### src/rtl/mestpro_v3_core.sv
// mestpro_v3_core: accumulator core with register file, Z/C/N flags,
// sticky illegal-instruction flag and valid/ready handshakes on both the
// instruction input and the one-entry result buffer.
module mestpro_v3_core #(
  parameter int DATA_W = 8,
  parameter int NREG   = 4
) (
  input  logic              CLK,
  input  logic              RESET,
  input  logic [DATA_W-1:0] IN_DATA,
  input  logic              INSTR_VALID,
  input  logic [7:0]        INSTRUCTION,
  output logic              INSTR_READY,
  output logic [DATA_W-1:0] OUT_DATA,
  output logic              OUT_VALID,
  input  logic              OUT_READY,
  output logic [2:0]        FLAGS,
  output logic              ERR
);

  localparam logic [3:0] OP_NOP  = 4'd0;
  localparam logic [3:0] OP_LOAD = 4'd1;
  localparam logic [3:0] OP_ADD  = 4'd2;
  localparam logic [3:0] OP_SUB  = 4'd3;
  localparam logic [3:0] OP_AND  = 4'd4;
  localparam logic [3:0] OP_OR   = 4'd5;
  localparam logic [3:0] OP_XOR  = 4'd6;
  localparam logic [3:0] OP_OUT  = 4'd7;
  localparam logic [3:0] OP_SHL  = 4'd8;
  localparam logic [3:0] OP_SHR  = 4'd9;
  localparam logic [3:0] OP_MOV  = 4'd10;
  localparam logic [3:0] OP_CLR  = 4'd11;

  // Architectural state
  logic [DATA_W-1:0] acc_reg;
  logic [DATA_W-1:0] rf_reg [NREG];
  logic [2:0]        flags_reg;     // {N, C, Z}
  logic              err_reg;
  logic [DATA_W-1:0] out_data_reg;
  logic              out_valid_reg;

  // Decode
  logic [3:0]        opcode;
  logic [3:0]        ridx;
  logic              instr_ready;
  logic              accept;
  logic              uses_r;
  logic              illegal;
  logic              exec;

  // Datapath
  logic [DATA_W-1:0] operand;
  logic [DATA_W:0]   add_full;
  logic [DATA_W:0]   sub_full;
  logic [DATA_W-1:0] acc_next;
  logic              c_next;
  logic              z_next;
  logic              n_next;
  logic              acc_write;

  // Register-file write port
  logic [NREG-1:0]   rf_we;
  logic [DATA_W-1:0] rf_wdata;

  assign opcode = INSTRUCTION[7:4];
  assign ridx   = INSTRUCTION[3:0];

  // The buffer frees up in the same cycle it drains, so a waiting OUT can
  // follow a delivered result without a bubble.
  assign instr_ready = !out_valid_reg || OUT_READY;
  assign accept      = INSTR_VALID && instr_ready;

  // Only register-addressing opcodes care about the index range
  always_comb begin
    uses_r = 1'b0;
    case (opcode)
      OP_LOAD, OP_ADD, OP_SUB, OP_AND, OP_OR, OP_XOR, OP_MOV: uses_r = 1'b1;
      default: uses_r = 1'b0;
    endcase
  end

  assign illegal = (opcode >= 4'd12) || (uses_r && ({1'b0, ridx} >= 5'(NREG)));
  assign exec    = accept && !illegal;

  // Register-file read mux; out-of-range indices read zero (they are illegal anyway)
  always_comb begin
    operand = '0;
    for (int i = 0; i < NREG; i++) begin
      if (ridx == 4'(i)) operand = rf_reg[i];
    end
  end

  // Borrow falls out as the top bit of the widened subtraction
  assign add_full = {1'b0, acc_reg} + {1'b0, operand};
  assign sub_full = {1'b0, acc_reg} - {1'b0, operand};

  // ALU: next accumulator value and carry for ACC-writing opcodes
  always_comb begin
    acc_next  = acc_reg;
    c_next    = 1'b0;
    acc_write = 1'b0;
    case (opcode)
      OP_ADD: begin
        acc_next  = add_full[DATA_W-1:0];
        c_next    = add_full[DATA_W];
        acc_write = 1'b1;
      end
      OP_SUB: begin
        acc_next  = sub_full[DATA_W-1:0];
        c_next    = sub_full[DATA_W];
        acc_write = 1'b1;
      end
      OP_AND: begin
        acc_next  = acc_reg & operand;
        acc_write = 1'b1;
      end
      OP_OR: begin
        acc_next  = acc_reg | operand;
        acc_write = 1'b1;
      end
      OP_XOR: begin
        acc_next  = acc_reg ^ operand;
        acc_write = 1'b1;
      end
      OP_SHL: begin
        acc_next  = {acc_reg[DATA_W-2:0], 1'b0};
        c_next    = acc_reg[DATA_W-1];
        acc_write = 1'b1;
      end
      OP_SHR: begin
        acc_next  = {1'b0, acc_reg[DATA_W-1:1]};
        c_next    = acc_reg[0];
        acc_write = 1'b1;
      end
      OP_CLR: begin
        acc_next  = '0;
        acc_write = 1'b1;
      end
      default: begin
        acc_next  = acc_reg;
        acc_write = 1'b0;
      end
    endcase
  end

  assign z_next = (acc_next == '0);
  assign n_next = acc_next[DATA_W-1];

  // LOAD writes the operand input, MOV writes the accumulator
  assign rf_wdata = (opcode == OP_LOAD) ? IN_DATA : acc_reg;

  genvar gi;
  generate
    for (gi = 0; gi < NREG; gi++) begin : g_rf_we
      assign rf_we[gi] = exec && (ridx == 4'(gi)) &&
                         ((opcode == OP_LOAD) || (opcode == OP_MOV));
    end
  endgenerate

  // Register file update
  always_ff @(posedge CLK or negedge RESET) begin
    if (!RESET) begin
      for (int i = 0; i < NREG; i++) rf_reg[i] <= '0;
    end else begin
      for (int i = 0; i < NREG; i++) begin
        if (rf_we[i]) rf_reg[i] <= rf_wdata;
      end
    end
  end

  // Accumulator, flags, sticky error and the one-entry output buffer
  always_ff @(posedge CLK or negedge RESET) begin
    if (!RESET) begin
      acc_reg       <= '0;
      flags_reg     <= 3'b000;
      err_reg       <= 1'b0;
      out_data_reg  <= '0;
      out_valid_reg <= 1'b0;
    end else begin
      if (accept && illegal) err_reg <= 1'b1;

      if (exec && acc_write) begin
        acc_reg   <= acc_next;
        flags_reg <= {n_next, c_next, z_next};
      end

      // A reload wins over a drain so OUT_VALID stays high across both
      if (exec && (opcode == OP_OUT)) begin
        out_data_reg  <= acc_reg;
        out_valid_reg <= 1'b1;
      end else if (out_valid_reg && OUT_READY) begin
        out_valid_reg <= 1'b0;
      end
    end
  end

  assign INSTR_READY = instr_ready;
  assign OUT_DATA    = out_data_reg;
  assign OUT_VALID   = out_valid_reg;
  assign FLAGS       = flags_reg;
  assign ERR         = err_reg;

endmodule
### config.mk
export PLATFORM = sky130hd
export DESIGN_NAME = mestpro_v3_core
export DESIGN_NICKNAME = d
export VERILOG_FILES = /design/src/rtl/mestpro_v3_core.sv
export SDC_FILE = /design/constraint.sdc
export NUM_CORES = 1
export LEC_CHECK = 0
export ABC_AREA = 1
export BUFFER_PORTS_ARGS = -buffer_cell sky130_fd_sc_hd__buf_4
export CORE_MARGIN = 4
export CORE_UTILIZATION = 40
export CTS_CLUSTER_DIAMETER = 60
export DETAILED_ROUTE_END_ITERATION = 8
export PLACE_DENSITY = 0.65
export RECOVER_POWER = 100
export SYNTH_ARGS = -nofsm -noshare
export SYNTH_HDL_FRONTEND = slang
export SYNTH_SLANG_ARGS = --single-unit
### constraint.sdc
create_clock -name CLK -period 2.4 [get_ports CLK]
set_clock_uncertainty 0.15 [all_clocks]
set_input_delay 0.36 -clock CLK [delete_from_list [all_inputs] [get_ports CLK]]
set_output_delay 0.36 -clock CLK [all_outputs]
set_load 0.01 [all_outputs]
After elaboration in Yosys (flattened, before gate mapping). Cells that the tools add are included. W data, S select, Z words.

Register bits after elaboration: 53. Bits of input ports: 20. Output and inout port bits: 14. Word-level logic and storage cells: 66.

Add/sub/neg operators: 2. $lt $le $gt $ge: 2. Equal/unequal tests: 14. Muxes and demuxes: 11. Bitwise gates (word level): 3. Reduce and logical (&&, ||, !) cells: 25.

Operators with widths (count): $pmux W8 S8 (1); $mux W8 (5); $eq A4 B2 Y1 const B (4); $eq A4 B3 Y1 const B (4); $eq A4 B4 Y1 const B (4); $logic_and A1 B1 Y1 (15); $add A8 B8 Y9 (1); $sub A8 B8 Y9 (1); $and A8 B8 Y8 (1); $eq A4 B1 Y1 const B (2); $logic_not A8 Y1 (1); $or A8 B8 Y8 (1); $reduce_or A8 Y1 (1); $xor A8 B8 Y8 (1); $reduce_or A7 Y1 (1); $ge A4 B3 Y1 const B (1); $ge A4 B4 Y1 const B (1); $logic_not A4 Y1 (1); $mux W1 (4); $pmux W1 S4 (1); $logic_or A1 B1 Y1 (3); $logic_not A1 Y1 (2); $reduce_bool A2 Y1 (1).

Longest topological paths before layout.
Depth after elaboration: 9. Depth in mapped cells: 23. Mapped depth without buffers: 23.

Worst setup path after synthesis. Ideal clock, no wire load.

Path type: input-to-reg. Start point: input INSTRUCTION[3]. End point: register flags_reg[0] (netlist: FLAGS[0]). Setup time: 0.065 ns. Data arrival time: 2.738 ns. Data required time: 2.185 ns. Slack: -0.553 ns. Stages: 20. Path through: nor2_1 inv_1 nor3_1 clkinv_1 o221ai_1 nand2_1 inv_1 ha_1 inv_1 fa_1 nand3b_1 nand2_1 nand2_1 nand3_1 nand3_1 nor2_1 nand2_1 nor2_1 nand3_1 nand2_1.

Cells in the longest elaborated chain, start to end: 8. Elaborated cells between the ends (all ways): 21.

Ends and longest elaborated chain: start, declared (line 12) `input logic [7:0] INSTRUCTION,`; $logic_not A4 Y1 (line 89) `if (ridx == 4'(i)) operand = rf_reg[i];`; $mux W8 (4 in series) (line 89); $sub A8 B8 Y9 (tied with other cells) (line 95) `assign sub_full = {1'b0, acc_reg} - {1'b0, operand};`; $pmux W8 S8 (line 102) `case (opcode)`; $logic_not A8 Y1 (line 146) `assign z_next = (acc_next == '0);`; end signal, assigned (line 184) `flags_reg <= {n_next, c_next, z_next};`; end, declared (line 37) `logic [2:0] flags_reg;`.

Parallel ways exist; a longest one is shown, timed or not. A chain may end at the register's enable or synchronous reset.

Worst setup path after layout.
Start point: input INSTRUCTION[2]. End point: register flags_reg[0] (netlist: FLAGS[0]).

The elaborated chain is that of the path after synthesis.

==> key figures <==
Yosys
  • Post-synthesis async set-or-reset flop share: 1.00
  • Synth Area per Inst: 6.97 um^2
  • Synth top area share: 0.343
  • Yosys reg bits: 52
  • Area contributors post-synth: dfrtp_1 34%, nand2_1 14%, inv_1 9.0%
  • Sequential share of the synthesized area: 0.343
  • Yosys cell types: 32
  • Yosys Warn Count: 0
  • Top cells by count, synth: 143 x nand2_1, 91 x inv_1, 52 x dfrtp_1
  • Mapped Cells: 544
  • Post-synthesis net count: 590
  • Number of synthesized flops with an enable pin: 0
  • Area leader, netlist: dfrtp_1
  • Post-Synthesis Cell Area: 3790 um^2
  • Top FF cell, synth: dfrtp_1
  • Cell with the most instances after synthesis: nand2_1

Routing
  • Post-route antenna net violation count: 0
  • Drc violations: 0
  • DRT iter0 DRCs: 260
  • Iteration count of the initial detailed-routing pass: 5
  • Vias post-DR: 4002
  • Mean routed wirelength per cell: about 15 um
  • WL final: roughly 12 mm
  • Post-DR vias/cell: between 5 and 6

Clock tree
  • H-tree Lvls: 2
  • CTS tree: done
  • Clock buffer depth: 2
  • Clk slew on worst S/H paths: roughly 0.090 ns
  • # clock sinks: 52
  • Root buf cell: clkbuf_8
  • Clock latency on the worst-skew pair: roughly 0.3 ns
  • Num CTS Buffers: 5

Setup path
  • Crit path top cell by count: nand2_1
  • Slowest CP cell: fa_2
  • Critical Path End Type: flop
  • R2r setup slk: -0.08 ns
  • Crit path DAT: 2.74 ns
  • R2R depth: 17
  • Critical-path cell list: buf_6 > nor2_4 > inv_4 > nor3_4 > inv_4 > o221ai_2 > nand2_1 > inv_2 > ha_4 > inv_2 > fa_2 > nand3b_1 > nand2_2 > nand2_1 > nand3_2 > nand3_2 > nor2_2 > nand2_1 > nor2_2 > nand3_1 > nand2_1
  • Delay of the slowest critical-path stage: 0.35 ns
  • Critical path peak fanout: 5
  • WS Path Type: in -> reg
  • CP required: 2.50 ns
  • Worst setup SP type: input pin
  • FF-to-FF End: FLAGS[0]$_DFFE_PN0P_
  • Reg-to-Reg Start: rf_reg[16]$_DFFE_PN0P_

Placement
  • Buffers added on ports: 33
  • Hpwl dp: 8.76 mm
  • Placed instance area: 4650 um^2
  • Dpl ws: -0.695 ns
  • RePlAce Congestion: about 1.0

Pwr
  • Max IR drop VDD: 0.374 mV
  • Pwr dens: 679 nW/um^2
  • Leak pwr: about 2.5 nW

Floorplanning
  • Effective utilization at floorplan: 0.410
  • Die Ht: 105 um
  • Row Count: 35
  • # IOs: 34
  • Die X-Extent: 105 um
  • Core Area: 9240 um^2
  • Die ar.: 11100 um^2

Timing
  • Slew Limit Headroom: 0.164
  • Min Clock Period, post-route: 2.64 ns
  • Max Clk Rate: 379 MHz
  • Final setup vio count: 7
  • Final worst slack: -0.238 ns
  • RSZ-0062 raised after global routing: yes
  • Hold Worst Slack: 0.197 ns
  • Crit share post-route: 1.10
  • Final hold vios: 0
  • Tightest Pin Transition: 1.25 ns
  • Max-slew violation count: 0

Global routing
  • GRT Residual Overflow: 0
  • Vias in the first global route: 3893
  • First-pass GRT wire length: ~19 mm
  • GRT Util Overall: 0.210
  • Antenna violations before repair: 0
  • Largest net degree at the start of global routing: 53

Final layout
  • Nets@finish: between 600 and 700
  • Area grow syn2layout: 38.1%
  • Register Area: 1300 um^2
  • Layout cell share with drive strength beyond 1: 0.290
  • Inserted Diodes: 0
  • Layout fillers: about 880
  • Multi-input logic area: roughly 2500 um^2
  • Max reg flops: 32
  • Utilization after layout: 0.566
  • Final instance area: 5230 um^2

Worst hold path
  • Min-Delay Path Depth: 4
  • Hold Path Class: in -> reg
  • Hold Path Origin: OUT_READY
  • Worst Hold End: OUT_VALID$_DFFE_PN0P_

Outcome
  • Failing checks: setup timing
  • Status: complete, but fails checks

Job
  • MaxCap Viol Count: 0
per-stage QoR:
| step | power (mW) | TNS (ns) | cells |
|---|---|---|---|
| after global routing | 3.81 | -2.17 | 777 |
| after floorplan | 2.02 | -1.41 | 544 |
| after CTS | 3.39 | -1.15 | 775 |
| final | 3.55 | -0.925 | 777 |
| after detailed placement | 2.73 | -4.94 | 758 |
| after global placement | 2.69 | -4.43 | 758 |
how the worst max path moves through the flow:
stage | endpoint | slack [ns] | from
after floorplan | FLAGS[0]$_DFFE_PN0P_ | -0.28 | INSTRUCTION[3]
after global placement | FLAGS[0]$_DFFE_PN0P_ | -0.65 | INSTRUCTION[3]
after detailed placement | FLAGS[0]$_DFFE_PN0P_ | -0.70 | INSTRUCTION[3]
after CTS | FLAGS[0]$_DFFE_PN0P_ | -0.26 | INSTRUCTION[2]
after global routing | FLAGS[0]$_DFFE_PN0P_ | -0.40 | INSTRUCTION[2]
final | FLAGS[0]$_DFFE_PN0P_ | -0.24 | INSTRUCTION[2]
power breakdown:
group	internal, mW	total, mW	switching [mW]	leakage, nW
clock network	0.199	0.465	0.266	0.0410
registers	1.02	1.13	0.111	0.549
logic	0.846	1.95	1.11	1.95
total	2.07	3.55	1.48	2.54
per-layer routing:
metal  track usage  vias up  wire length, um
met5             0        -                0
met1         0.283     1891             5030
li1              -     1953                -
met2         0.352      128             5660
met4        0.0637        0              254
met3        0.0263       30              637
logic make-up after synthesis:
group / count (synthesis) / share of synthesized area
simple gates: 260 / 0.305
fa+ha+maj: 26 / 0.0898
compound gates: 100 / 0.145
flops: 52 / 0.343
buf+inv: 104 / 0.113
xor+xnor: 2 / 0.00462
what timing repair did:
item	CTS	global route
resized for setup	47	51
endpoints found under the hold margin	52	0
pin swaps	28	28
hold buffers	1	0
buffers inserted	9	3
endpoints found under the setup margin	9	9
critical path: cells and delay by family:
kind	cells	cell delay [ns]
buffers and inverters	5	0.36
AND/OR/NAND/NOR	13	1.34
adder cells (fa/ha/maj)	2	0.49
AO/OA/AOI/OAI	1	0.15
cell usage in the layout, fill, tap and decap left out, drive strengths merged, types with 13 or more instances in the layout:
master / n
buf: 92
ha: 24
inv: 93
a21oi: 20
nand3: 44
nor2: 49
nand2: 147
dfrtp: 52
o21ai: 59
clkbuf: 21
o22ai: 13
cell type report:
class,count,area share
multi-input combinational,388,0.485
sequential,52,0.249
timing repair buffer,108,0.152
inverter,93,0.0681
tap,129,0.0308
clock buffer,6,0.0139
clock inverter,1,0.000956
(Power assumes the default switching activity.)
